File: config.mk
export PLATFORM = sky130hd
export DESIGN_NAME = alu_stage_4b
export DESIGN_NICKNAME = d
export VERILOG_FILES = /design/src/rtl/alu_pkg.sv /design/src/rtl/nibble_alu_4b.sv /design/src/rtl/alu_stage_4b.sv
export SDC_FILE = /design/constraint.sdc
export NUM_CORES = 1
export LEC_CHECK = 0
export ABC_CLOCK_PERIOD_IN_PS = 11000
export CAP_MARGIN = 20
export CORE_AREA = 5 5 90 92
export DETAILED_ROUTE_END_ITERATION = 8
export DIE_AREA = 0 0 95 97
export GPL_TIMING_DRIVEN = 0
export HOLD_SLACK_MARGIN = 0.08
export PLACE_DENSITY = 0.71
export SYNTH_ARGS = -nofsm -noshare
export SYNTH_HDL_FRONTEND = slang
export SYNTH_SLANG_ARGS = --single-unit
File: constraint.sdc
create_clock -name clk -period 11 [get_ports clk]
set_input_delay 2.75 -clock clk [delete_from_list [all_inputs] [get_ports clk]]
set_output_delay 2.75 -clock clk [all_outputs]
set_load 0.02 [all_outputs]
File: src/rtl/alu_pkg.sv
// Shared types and widths for the nibble-serial ALU stage.
package alu_pkg;
  localparam int OP_W  = 8;
  localparam int RES_W = 10;
  localparam int NIB_W = 4;

  typedef enum logic [2:0] {
    OP_ADD = 3'b000, OP_SUB = 3'b001, OP_AND = 3'b010, OP_OR  = 3'b011,
    OP_XOR = 3'b100, OP_MUL = 3'b101, OP_SHL = 3'b110, OP_CMP = 3'b111
  } opcode_e;

  typedef enum logic [2:0] {S_IDLE, S_LO, S_HI, S_MUL, S_DONE} state_e;

  typedef enum logic [2:0] {N_ADD, N_SUB, N_AND, N_OR, N_XOR} nib_op_e;

  typedef struct packed {
    opcode_e         opc;
    logic [OP_W-1:0] a;
    logic [OP_W-1:0] b;
  } op_req_t;

  // CMP rides on the subtractor: borrow gives a<b, a zero difference gives a==b.
  function automatic nib_op_e nib_op_of(opcode_e opc);
    case (opc)
      OP_SUB, OP_CMP: return N_SUB;
      OP_AND:         return N_AND;
      OP_OR:          return N_OR;
      OP_XOR:         return N_XOR;
      default:        return N_ADD;
    endcase
  endfunction
endpackage

File: src/rtl/nibble_alu_4b.sv
// Combinational 4-bit slice: add/sub with carry/borrow chaining, plus bitwise ops.
module nibble_alu_4b
  import alu_pkg::*;
(
  input  nib_op_e          i_op,
  input  logic [NIB_W-1:0] i_a,
  input  logic [NIB_W-1:0] i_b,
  input  logic             i_cin,
  output logic [NIB_W-1:0] o_res,
  output logic             o_cout
);
  logic [NIB_W:0] w_sum;

  always_comb begin
    w_sum  = '0;
    o_res  = '0;
    o_cout = 1'b0;
    case (i_op)
      N_ADD: begin
        w_sum  = {1'b0, i_a} + {1'b0, i_b} + {{NIB_W{1'b0}}, i_cin};
        o_res  = w_sum[NIB_W-1:0];
        o_cout = w_sum[NIB_W];
      end
      N_SUB: begin
        // top bit of the 5-bit difference is the borrow out
        w_sum  = {1'b0, i_a} - {1'b0, i_b} - {{NIB_W{1'b0}}, i_cin};
        o_res  = w_sum[NIB_W-1:0];
        o_cout = w_sum[NIB_W];
      end
      N_AND:   o_res = i_a & i_b;
      N_OR:    o_res = i_a | i_b;
      N_XOR:   o_res = i_a ^ i_b;
      default: o_res = '0;
    endcase
  end
endmodule

File: src/rtl/alu_stage_4b.sv
// Multi-cycle ALU stage: low nibble then high nibble through one shared slice,
// 4-step shift-add for MUL, result held in DONE until the TX stage takes it.
module alu_stage_4b
  import alu_pkg::*;
(
  input  logic             clk,
  input  logic             rst,
  input  logic [OP_W-1:0]  op_a,
  input  logic [OP_W-1:0]  op_b,
  input  logic [2:0]       opcode,
  input  logic             op_valid,
  output logic             op_ready,
  output logic [RES_W-1:0] res_data,
  output logic             carry_out,
  output logic             res_valid,
  input  logic             res_ready
);
  state_e           r_state, w_next;
  op_req_t          r_req;
  logic [NIB_W-1:0] r_lo;
  logic             r_c;
  logic [1:0]       r_cnt;
  logic [OP_W-1:0]  r_acc;
  logic [RES_W-1:0] r_res;
  logic             r_cout;

  logic             w_hi;
  logic [NIB_W-1:0] w_nres;
  logic             w_ncout;
  logic             w_eq;
  logic [OP_W-1:0]  w_acc_nxt;
  logic [RES_W-1:0] w_shl;

  assign w_hi = (r_state == S_HI);

  nibble_alu_4b u_nib (
    .i_op   (nib_op_of(r_req.opc)),
    .i_a    (w_hi ? r_req.a[OP_W-1:NIB_W] : r_req.a[NIB_W-1:0]),
    .i_b    (w_hi ? r_req.b[OP_W-1:NIB_W] : r_req.b[NIB_W-1:0]),
    .i_cin  (w_hi ? r_c : 1'b0),
    .o_res  (w_nres),
    .o_cout (w_ncout)
  );

  assign w_eq      = (w_nres == '0) && (r_lo == '0);
  assign w_shl     = {2'b0, r_req.a} << r_req.b[1:0];
  assign w_acc_nxt = r_acc + (r_req.b[r_cnt] ? ({4'b0, r_req.a[NIB_W-1:0]} << r_cnt) : 8'h00);

  always_ff @(posedge clk) begin
    if (rst) r_state <= S_IDLE;
    else     r_state <= w_next;
  end

  always_comb begin
    w_next = r_state;
    case (r_state)
      S_IDLE:  if (op_valid) w_next = (opcode_e'(opcode) == OP_MUL) ? S_MUL : S_LO;
      S_LO:    w_next = S_HI;
      S_HI:    w_next = S_DONE;
      S_MUL:   if (r_cnt == 2'd3) w_next = S_DONE;
      S_DONE:  if (res_ready) w_next = S_IDLE;
      default: w_next = S_IDLE;
    endcase
  end

  always_comb begin
    op_ready  = (r_state == S_IDLE);
    res_valid = (r_state == S_DONE);
  end

  always_ff @(posedge clk) begin
    if (rst) begin
      r_req  <= '0;
      r_lo   <= '0;
      r_c    <= 1'b0;
      r_cnt  <= '0;
      r_acc  <= '0;
      r_res  <= '0;
      r_cout <= 1'b0;
    end else begin
      case (r_state)
        S_IDLE: if (op_valid) begin
          r_req <= '{opc: opcode_e'(opcode), a: op_a, b: op_b};
          r_cnt <= '0;
          r_acc <= '0;
        end
        S_LO: begin
          r_lo <= w_nres;
          r_c  <= w_ncout;
        end
        S_HI: begin
          r_cout <= 1'b0;
          case (r_req.opc)
            OP_ADD: begin
              r_res  <= {1'b0, w_ncout, w_nres, r_lo};
              r_cout <= w_ncout;
            end
            OP_SUB: begin
              r_res  <= {2'b0, w_nres, r_lo};
              r_cout <= w_ncout;
            end
            OP_CMP: begin
              r_res  <= {8'b0, w_eq, w_ncout};
              r_cout <= w_ncout;
            end
            OP_SHL:  r_res <= w_shl;
            default: r_res <= {2'b0, w_nres, r_lo};
          endcase
        end
        S_MUL: begin
          r_acc <= w_acc_nxt;
          r_cnt <= r_cnt + 2'd1;
          if (r_cnt == 2'd3) begin
            r_res  <= {2'b0, w_acc_nxt};
            r_cout <= 1'b0;
          end
        end
        default: ;
      endcase
    end
  end

  assign res_data  = r_res;
  assign carry_out = r_cout;
endmodule

==> metrics.md <==
| Metric | Value |
|---|---|
| Residual DRC | 0 |
| Pleak | ~1.6 nW |
| TritonCTS clock tree | built |
| Via count | ~3500 |
| Vias in the first global route | 3326 |
| CP peak stage delay | 0.70 ns |
| CTS Hold Bufs | 0 |
| Final HPWL from detailed placement | 7.51 mm |
| Setup Viol. Count Final | 0 |
| Mean Syn Cell Area | 7.61 um^2 |
| Cts repair resizes | 0 |
| # Max-Cap Violations | 0 |
| Worst-path clk slew | roughly 0.1 ns |
| DRT iter0 DRCs | roughly 320 |
| Worst slew pin tran | about 0.60 ns |
| Router iterations before antenna repair | 5 |
| Number of flops mapped to enable cells by yosys | 0 |
| Sequential fraction of the synthesis area | ~28% |
| Worst setup EP type | primary output |
| First-pass GRT wire length | 16.6 mm |
| Cell Rows | 31 |
| Die Span X | 95 um |
| CTS Buf Count | 5 |
| Post-CTS Setup Bufs | 0 |
| Post-place setup slack | between 6 and 7 ns |
| Antenna-violating nets left | 0 |
| Cell Pwr Density | between 100 and 150 mW/mm^2 |
| Die area | 0.00922 mm^2 |
| PortBufs | 34 |
| Top Family by Delay on Critical Path | buffers and inverters |
| Setup tns final | 0 ns |
| DR vias/cell | 5.86 |
| Area grow syn2layout | 17.1% |
| Crit path buf inv count | 2 |
| Netlist cell types | between 50 and 60 |
| Gr usage total | 22.4% |
| Worst Hold Class | reg -> reg |
| Predominant post-synthesis flop cell | dfxtp_1 |
| Synthesized Nets | roughly 500 |
| Gpl congestion | 0.923 |
| CP max stage cell | clkdlybuf4s50_1 |
| RSZ-0062 raised after global routing | false |
| Slew Limit Fails | 0 |
| Crit path kind | reg -> out |
| CP cell instances | buf_6, nor3_1, clkdlybuf4s50_1 |
| Worst Skew | 0.0102 ns |
| CP arrival | 1.88 ns |
| Max FO, Critical Path | 7 |
| Status | complete, no violations |
| Initial antenna violation count | 0 |
| Initial Utilization | around 50% |
| WP data required | 8.25 ns |
| Fraction of the cycle the final worst path needs | between 40 and 50% |
| Fraction of layout cells with a size suffix above 1 | slightly above 6% |
| DP Cell Count | 591 |
| Worst-skew pair later-pin latency | 0.31 ns |
| Fraction of registers with async set/reset | 0% |
| Synth warnings | 0 |
| Peak supply drop | ~0.073 mV |
| Fin cells | 599 |
| Antenna Cells | 0 |
| R2R setup slack | around 6.5 ns |
| Fin. Hold Viols | 0 |
| Final period demand of the worst path | roughly 4.6 ns |
| Drt total wl | between 9 and 10 mm |
| Number of synthesized register bits | 48 |
| Layout fillers | 702 |
| Final #Nets | 546 |
| CORE AREA | 0.00714 mm^2 |
| # IOs | 36 |
| Clk sinks | between 40 and 50 |
| Pin count of the biggest net entering global routing | 16 |
| Syn Inst Count | 457 |
| Multi-input logic area | between 0.002 and 0.0025 mm^2 |
| Wire per inst | 16.5 um |
| Global route total overflow | 0 |
| Worst Setup Start Kind | flip-flop |
| Root Driver | clkbuf_8 |
| Clock buffer depth | 2 |
| Crit path setup slack, layout | 6.37 ns |
| H-tree depth | 2 |
| Slew Limit Headroom | 59.7% |
| FMAX | 216 MHz |
| Chip height | 97 um |
| Reg area | 961 um^2 |
| Post-synthesis cell area | 0.00348 mm^2 |
==> stage by stage <==
stage / util [%] / total power [W] / hold WS (ns) / area (um^2)
3_5_place_dp: 55.3 / 0.000350 / 0.448 / 3950
6_report: 57.0 / 0.000488 / 0.461 / 4070
5_1_grt: 57.0 / 0.000510 / 0.484 / 4070
3_3_place_gp: 55.2 / 0.000347 / 0.445 / 3940
4_1_cts: 57.0 / 0.000485 / 0.461 / 4070
2_1_floorplan: - / 0.000302 / 0.436 / 3480
==> where the power goes <==
group | switching [W] | internal (W)
Combinational | 0.0000931 | 0.0000620
Sequential | 0.00000972 | 0.000184
Clock | 0.0000641 | 0.0000744
Total | 0.000167 | 0.000321
==> cell type report <==
type / instances / area share (%)
flip-flops and latches: 48 / 23.6
repair buffers: 35 / 8.54
clock inverters: 2 / 0.953
plain buffers: 35 / 3.69
multi-input cells: 359 / 56.8
inverters: 15 / 1.38
well taps: 99 / 3.04
clock buffers: 6 / 2.03
==> cell usage after synthesis (3+ instances only) <==
| master | number | area, um^2 |
|---|---|---|
| mux2i_1 | 18 | 180 |
| mux4_2 | 3 | 67.6 |
| nor3_1 | 11 | 55.1 |
| and2_1 | 8 | 50.1 |
| nor2b_1 | 6 | 37.5 |
| a21oi_1 | 51 | 255 |
| a21o_1 | 4 | 30.0 |
| a32oi_1 | 4 | 35.0 |
| fa_1 | 3 | 60.1 |
| buf_1 | 3 | 11.3 |
| o21ai_0 | 22 | 110 |
| inv_1 | 15 | 56.3 |
| buf_2 | 3 | 15.0 |
| nand2_1 | 79 | 297 |
| o22ai_1 | 3 | 18.8 |
| nand3b_1 | 3 | 22.5 |
| a31oi_1 | 7 | 43.8 |
| clkbuf_1 | 27 | 101 |
| ha_1 | 21 | 263 |
| a211oi_1 | 8 | 60.1 |
| nand2b_1 | 7 | 43.8 |
| nand4_1 | 3 | 18.8 |
| nor2_1 | 31 | 116 |
| mux2_2 | 4 | 45.0 |
| dfxtp_1 | 48 | 961 |
| a22oi_1 | 4 | 30.0 |
| xnor2_1 | 4 | 35.0 |
| nand3_1 | 13 | 65.1 |
==> worst paths after layout <==
kind	startpoint	end	cells past startpoint
worst max-delay path	r_state[2]	op_ready	3
worst min-delay path	res_data[9]	res_data[9]	2
worst max register to register	r_state[1]	res_data[6]	14
worst min register to register	res_data[9]	res_data[9]	2
==> cell families after synthesis <==
kind of cell | after synthesis | synth area share [%]
xor+xnor | 6 | 1.51
flops | 48 | 27.6
simple gates | 175 | 23.4
compound gates | 127 | 23.0
fa+ha+maj | 24 | 9.28
mux | 27 | 9.28
buf+inv | 50 | 5.94
==> sequential cells by signal (all words and copies together) (netlist names) <==
register and cells:
res_data 10, r_acc 8, r_state 3, r_c 1, r_cnt 2, r_lo 4, carry_out 1, r_req 19
==> cells in the final DEF, fill, tap and decap left out, drive strengths merged, types with 15 or more instances in the layout <==
cell / instances
inv: 15
mux2i: 18
a21oi: 51
o21ai: 23
dfxtp: 48
nor2: 31
clkdlybuf4s50: 34
nand2: 79
clkbuf: 33
ha: 21
==> worst reg2reg max path, cell delays in order (launching register included) <==
cell and delay (ns):
dfxtp_1 0.44, nor3b_2 0.56, clkbuf_1 0.50, mux2i_1 0.19, ha_1 0.35, ha_1 0.19, a21oi_1 0.05, mux2_4 0.30
fa_1 0.50, or3b_2 0.48, a21oi_1 0.15, o31ai_1 0.10, o211ai_1 0.24, nor3_1 0.10, o31ai_1 0.25
==> metal layers <==
layer	global-route usage, %	up-vias	part of all wire (%)
li1	-	1706	-
met1	31.5	1647	45
met2	35.5	143	47
met3	2.56	15	6.7
met4	6.77	0	2.1
met5	0	-	0
Power figures use the tool's default switching activity.
